[config.mk]
export PLATFORM = sky130hd
export DESIGN_NAME = serial_addsub_alu_flat
export DESIGN_NICKNAME = d
export VERILOG_FILES = /design/src/rtl/serial_addsub_alu_if.sv /design/src/rtl/serial_addsub_alu.sv /design/src/flat_wrapper.sv
export SDC_FILE = /design/constraint.sdc
export NUM_CORES = 1
export LEC_CHECK = 0
export BUFFER_PORTS_ARGS = -buffer_cell sky130_fd_sc_hd__buf_2
export CAP_MARGIN = 20
export CORE_MARGIN = 2
export CORE_UTILIZATION = 55
export DETAILED_ROUTE_END_ITERATION = 8
export PLACE_DENSITY = 0.79
export SKIP_CTS_REPAIR_TIMING = 1
export SYNTH_ARGS = -nofsm -noshare
export SYNTH_HDL_FRONTEND = slang
export SYNTH_SLANG_ARGS = --single-unit
[constraint.sdc]
create_clock -name clk -period 3.4 [get_ports clk]
set_input_delay 0.34 -clock clk [delete_from_list [all_inputs] [get_ports clk]]
set_output_delay 0.34 -clock clk [all_outputs]
set_load 0.05 [all_outputs]
[src/rtl/serial_addsub_alu_if.sv]
// serial_addsub_alu_if: ALU request/result bundle (start, op, a, b in; ready, done, s, of, eq, cary out)
interface serial_addsub_alu_if #(parameter int WIDTH = 32);
  logic start;
  logic op;
  logic [WIDTH-1:0] a;
  logic [WIDTH-1:0] b;
  logic ready;
  logic done;
  logic [WIDTH-1:0] s;
  logic of;
  logic eq;
  logic cary;
  modport master (output start, op, a, b, input ready, done, s, of, eq, cary);
  modport slave (input start, op, a, b, output ready, done, s, of, eq, cary);
endinterface

[src/rtl/serial_addsub_alu.sv]
// serial_addsub_alu: chunk-serial add/sub ALU, LSB chunk first; ports clk, rst (sync, active-high), bus (slave: start/op/a/b -> ready/done/s/of/eq/cary)
module serial_addsub_alu #(
  parameter int WIDTH = 32,
  parameter int CHUNK = 8
) (
  input logic clk,
  input logic rst,
  serial_addsub_alu_if.slave bus
);
  localparam int NCHUNK = WIDTH / CHUNK;
  localparam int KW = NCHUNK > 1 ? $clog2(NCHUNK) : 1;
  localparam logic [0:0] IDLE = 1'b0;
  localparam logic [0:0] RUN = 1'b1;
  logic [0:0] state;
  logic [WIDTH-1:0] ra, rb, acc, res;
  logic [KW-1:0] k;
  logic carry, zacc, op_r, a_msb, b_msb, last, ovf;
  logic [CHUNK:0] csum;
  always_comb begin
    csum = {1'b0, ra[CHUNK-1:0]} + {1'b0, rb[CHUNK-1:0]} + {{CHUNK{1'b0}}, carry};
    res = WIDTH'({csum[CHUNK-1:0], acc} >> CHUNK);
    last = k == KW'(NCHUNK - 1);
    ovf = (op_r ? a_msb != b_msb : a_msb == b_msb) && res[WIDTH-1] != a_msb;
  end
  assign bus.ready = state == IDLE;
  always_ff @(posedge clk) begin
    if (rst) begin
      state <= IDLE;
      ra <= '0;
      rb <= '0;
      acc <= '0;
      k <= '0;
      carry <= 1'b0;
      zacc <= 1'b0;
      op_r <= 1'b0;
      a_msb <= 1'b0;
      b_msb <= 1'b0;
      bus.done <= 1'b0;
      bus.s <= '0;
      bus.of <= 1'b0;
      bus.eq <= 1'b0;
      bus.cary <= 1'b0;
    end else begin
      bus.done <= 1'b0;
      if (state == IDLE) begin
        if (bus.start) begin
          ra <= bus.a;
          rb <= bus.op ? ~bus.b : bus.b;
          carry <= bus.op;
          op_r <= bus.op;
          a_msb <= bus.a[WIDTH-1];
          b_msb <= bus.b[WIDTH-1];
          k <= '0;
          zacc <= 1'b1;
          state <= RUN;
        end
      end else begin
        acc <= res;
        ra <= ra >> CHUNK;
        rb <= rb >> CHUNK;
        carry <= csum[CHUNK];
        zacc <= zacc && csum[CHUNK-1:0] == '0;
        k <= k + 1'b1;
        if (last) begin
          bus.s <= res;
          bus.of <= ovf;
          bus.eq <= zacc && csum[CHUNK-1:0] == '0;
          bus.cary <= csum[CHUNK];
          bus.done <= 1'b1;
          state <= IDLE;
        end
      end
    end
  end
endmodule

[src/flat_wrapper.sv]
// flat-port wrapper written by rule: the top's interface ports become plain ports
module serial_addsub_alu_flat 
#(
  parameter int WIDTH = 32,
  parameter int CHUNK = 8
)
  (clk, rst, bus_start, bus_op, bus_a, bus_b, bus_ready, bus_done, bus_s, bus_of, bus_eq, bus_cary);
  serial_addsub_alu_if #(.WIDTH(WIDTH)) bus_i ();
  input logic clk;
  input logic rst;
  input wire logic [$bits(bus_i.start)-1:0] bus_start;
  input wire logic [$bits(bus_i.op)-1:0] bus_op;
  input wire logic [$bits(bus_i.a)-1:0] bus_a;
  input wire logic [$bits(bus_i.b)-1:0] bus_b;
  output wire logic [$bits(bus_i.ready)-1:0] bus_ready;
  output wire logic [$bits(bus_i.done)-1:0] bus_done;
  output wire logic [$bits(bus_i.s)-1:0] bus_s;
  output wire logic [$bits(bus_i.of)-1:0] bus_of;
  output wire logic [$bits(bus_i.eq)-1:0] bus_eq;
  output wire logic [$bits(bus_i.cary)-1:0] bus_cary;
  assign bus_i.start = bus_start;
  assign bus_i.op = bus_op;
  assign bus_i.a = bus_a;
  assign bus_i.b = bus_b;
  assign bus_ready = bus_i.ready;
  assign bus_done = bus_i.done;
  assign bus_s = bus_i.s;
  assign bus_of = bus_i.of;
  assign bus_eq = bus_i.eq;
  assign bus_cary = bus_i.cary;
  serial_addsub_alu #(.WIDTH(WIDTH), .CHUNK(CHUNK)) u_core (.clk(clk), .rst(rst), .bus(bus_i));
endmodule
# Word-level counts from Yosys, hierarchy flattened

Cells that the tools add are included.

Add/subtract/negate cells: 3
Equality and inequality tests: 4
Mux-type cells: 16
Bitwise operators: 2
Reductions and logical operators: 8

Operator list:

| operator                                                      | number |
|---|---|
| 24-bit 2-to-1 mux                                             | 4 |
| 32-bit 2-to-1 mux                                             | 1 |
| 32-bit inverter                                               | 1 |
| 8-bit by 8-bit adder with 9-bit output                        | 1 |
| 9-bit by 1-bit adder with 9-bit output                        | 1 |
| 1-bit 2-to-1 mux                                              | 9 |
| 8-bit zero test                                               | 1 |
| 2-bit 2-to-1 mux                                              | 2 |
| 2-bit AND reduction                                           | 2 |
| 2-bit OR reduction                                            | 2 |
| 2-bit by 1-bit adder with 2-bit output, second input constant | 1 |
| 2-bit == test, second input constant                          | 1 |
| 1-bit logical AND                                             | 2 |
| 1-bit inequality test                                         | 2 |
| 2-bit nonzero test                                            | 1 |
| 1-bit == test                                                 | 1 |
| 1-bit inverter                                                | 1 |

Register bits: 140
Input bits: 68
Output and inout port bits: 37

# Depth between registers and ports, before layout

Depth in word-level cells: 5
Gate-level depth with buffers: 8
Gate-level depth less buffers: 8

# Least setup slack after synthesis

Ideal clock, no wire load.

Path type: reg-to-reg
Start: register u_core.carry
End: register u_core.bus.eq
Library setup time: 84 ps
Arrival: 2311 ps
Data required time: 3316 ps
Slack: 1005 ps
Stages on the path, launching flop included: 9
Buffers on the path: 0
Clock period less this slack: 2395 ps
Path through: dfxtp_1 fa_1 fa_1 a21o_1 a221oi_2 xnor2_1 nor3_2 nand4b_1 o31ai_2

Cells in the longest elaborated chain, start to end: 3

RTL lines:

| what                                   | RTL line                   | text |
|---|---|---|
| start, declared                        | serial_addsub_alu.sv:17    | `logic carry, zacc, op_r, a_msb, b_msb, last, ovf;` |
| start signal, assigned                 | serial_addsub_alu.sv:49    | `carry <= bus.op;` |
| start signal, assigned                 | serial_addsub_alu.sv:61    | `carry <= csum[CHUNK];` |
| 9-bit by 1-bit adder with 9-bit output | serial_addsub_alu.sv:20    | `csum = {1'b0, ra[CHUNK-1:0]} + {1'b0, rb[CHUNK-1:0]} + {{CHUNK{1'b0}}, carry};` |
| 8-bit zero test                        | serial_addsub_alu.sv:67    | `bus.eq <= zacc && csum[CHUNK-1:0] == '0;` |
| 1-bit logical AND                      | serial_addsub_alu.sv:67    |  |
| end signal, assigned                   | serial_addsub_alu.sv:41    | `bus.eq <= 1'b0;` |
| end signal, assigned                   | serial_addsub_alu.sv:67    |  |
| end, declared                          | serial_addsub_alu_if.sv:14 | `modport slave (input start, op, a, b, output ready, done, s, of, eq, cary);` |

Every way passes these cells.
A chain may end at the register's enable or synchronous reset.

# Worst setup path after layout

Ends and elaborated chain as after synthesis.

==> flow_summary_export.csv <==
group,metric,value,unit
status,status,"finished clean",
die,start_util,56.6,%
cells_and_area,post-route-cell-area,6770,sq um
setup_path,crit_fanout,3,
synthesis,syn-cell-area,5530,sq um
route,drt_iter0_drc,239,
synthesis,synth.top_cell.area_share,47.8,%
min_path,min_path_cells,3,
synthesis,yosysWarnings,0,
setup_path,rrSetupSlack,750,ps
global_routing,grt.overflow.total,0,
setup_path,regToRegStartpoint,"u_core.carry",
route,via_per_inst,5.52,
clocking,cts_tree,"done",
setup_path,cp.required,3840,ps
run,drv_cap,0,
synthesis,synthTopCellsByArea,"dfxtp_1 (48%), mux2i_1 (11%), nor2_1 (9.9%)",
synthesis,synth.largest_area_cell,"dfxtp_1",
synthesis,synthArstFlopShare,0,%
synthesis,syn_avg_cell_area,9.25,sq um
setup_path,start_kind,"flip-flop",
die,die_area,10900,sq um
sta,setup_tns,0,ps
power,p_int,3.15,mW
clocking,clkSinkCount,132,
power,seqPwrFrac,40.3,%
route,firstDrtPassIters,6,
clocking,cts.htree.levels,4,
placement,post-place-ws,888,ps
power,static-leakage-power,2.99,nW
min_path,hold_end,"u_core.ra[28]",
power,clkPwrFrac,49.3,%
sta,worst_slew_pin_slew,1060,ps
route,wl_per_cell,15.3,microns
die,die_h,104,microns
synthesis,synth_cell_type_count,36,
route,vias,4561,
setup_path,crit_start,"u_core.carry",
sta,min_period,2650,ps
die,ios,105,
cells_and_area,nets,759,
setup_path,arrival,3080,ps
global_routing,grt_start_max_net_pins,90,
cells_and_area,diodes,0,
setup_path,path_class,"flip-flop to flip-flop",
sta,skew,8.21,ps
clocking,clk_pin_slew,60,ps
sta,setup_slack,754,ps
min_path,min-delay-start,"bus_a[28]",
cells_and_area,layout-drive-gt1-share,21.3,%
setup_path,crit_path_end_kind,"flip-flop",
synthesis,synth_common_cells,"nor2_1 (146), dfxtp_1 (132), mux2i_1 (59)",
sta,relSlewSlack,29.5,%
global_routing,grt_pass1_vias,4186,
cells_and_area,areaGrowthSynthToFinish,22.4,%
synthesis,ys_ff_latch,132,
placement,dpl_cell_area,6100,sq um
power,p_switching,997,uW
die,placementRows,36,
sta,holdWs,51.6,ps
min_path,hp-class,"input pin to flip-flop",
clocking,clk_latency,520,ps
route,drc_errors,0,
power,swShare,24.1,%
synthesis,synth-edff-count,0,
power,max-vdd-ir-drop,0.408,mV
power,combinationalPowerShare,10.5,%
sta,setup_violations,0,
sta,max_clock_freq,378,MHz
global_routing,grt_use_total,23.9,%
power,powerDensity,612,nW/um^2
placement,io_buffers,104,
global_routing,antenna_found_initial,0,
die,die_w,104,microns
synthesis,synth_cells,598,
clocking,cts_buffer_depth,2,
synthesis,ys_seq_area_share,47.8,%
setup_path,r2r_end,"u_core.bus.eq",
global_routing,grt_pass1_wl,20.7,mm
sta,rsz0062_at_grt,"false",
clocking,cts_buffers,17,
placement,dp_hpwl,8.39,mm
synthesis,synth_ff_type,"dfxtp_1",
route,drtAntennaViolNets,0,
power,power.total,4.14,mW
synthesis,synth.most_common_cell,"nor2_1",
setup_path,r2r_cells,8,
sta,hold_viol,0,
route,drt-total-wl,12.7,mm
placement,gp_congestion,0.855,
sta,period_share,77.8,%
sta,maxSlewViolCount,0,
clocking,clockRootBuffer,"clkbuf_8",
die,coreArea,9770,sq um
synthesis,synth_fp_nets,676,
[sequential cells by signal (all words and copies together), names as in the netlist]
| signal | cells |
|---|---|
| u_core.op_r | 1 |
| u_core.a_msb | 1 |
| u_core.acc | 24 |
| u_core.k | 2 |
| u_core.bus.eq | 1 |
| u_core.bus.done | 1 |
| u_core.ra | 32 |
| u_core.bus.cary | 1 |
| u_core.rb | 32 |
| u_core.bus.s | 32 |
| u_core.carry | 1 |
| u_core.bus.of | 1 |
| u_core.b_msb | 1 |
| u_core.state | 1 |
| u_core.zacc | 1 |
[power by group through the flow]
stage / registers [mW] / clock network [mW] / logic [mW]
after floorplan: 1.68 / 0 / 0.321
after global placement: 1.70 / 0 / 0.413
after detailed placement: 1.70 / 0 / 0.422
after CTS: 1.67 / 2.07 / 0.431
after global routing: 1.68 / 2.14 / 0.483
final: 1.67 / 2.04 / 0.433
[routing by layer]
layer	vias to the layer above	share of wire (%)	global-route usage (%)
li1	2248	-	-
met1	2138	45	32.1
met2	160	47	37.5
met3	15	6.2	5.51
met4	0	1.2	9.17
met5	-	0	0
[cells in the final DEF, fill, tap and decap left out, types with 5 or more instances in the layout]
| cell type | instances |
|---|---|
| nor2_1 | 146 |
| a22o_1 | 31 |
| dfxtp_1 | 131 |
| buf_4 | 6 |
| a21oi_1 | 57 |
| a211oi_1 | 35 |
| nand2_1 | 8 |
| mux2i_1 | 59 |
| buf_2 | 103 |
| xnor2_1 | 35 |
| ha_1 | 8 |
| bufinv_16 | 6 |
| clkinv_4 | 5 |
| clkbuf_16 | 16 |
[how the worst max path moves through the flow]
stage,end,slack (ps),depth (start not counted)
global placement,u_core.bus.eq,920,8
global route,u_core.bus.eq,630,8
detailed placement,u_core.bus.eq,890,8
finish,u_core.bus.eq,750,8
CTS,u_core.bus.eq,770,8
floorplan,u_core.bus.eq,1000,8
[metrics by stage]
stage	utilization, %	std cells
after floorplan	-	598
after global placement	62.4	795
after detailed placement	62.4	795
after CTS	69.3	827
after global routing	69.3	827
final	69.3	827
[cell families after synthesis]
kind of cell / after synthesis / share of synthesized area (%)
simple gates: 169 / 12.2
compound gates: 140 / 17.3
flops: 132 / 47.8
mux: 59 / 10.7
buf+inv: 51 / 3.62
xor+xnor: 37 / 5.86
fa+ha+maj: 10 / 2.53
[final cells by class]
cell class / count / area (sq um)
fill: 759 / 3010
sequential: 132 / 2650
clock inverter: 14 / 249
multi-input combinational: 415 / 2690
inverter: 5 / 18.8
timing repair buffer: 110 / 581
clock buffer: 18 / 418
tap: 133 / 166
[critical path: stages (launching register included)]
cell and delay, ps:
dfxtp_1 330, fa_1 470, fa_1 470, a21o_1 220, a221oi_2 290, xnor2_1 180
nor3_2 200, nand4b_1 170, o31ai_2 230
No activity file was read; power rests on OpenSTA's default activity.
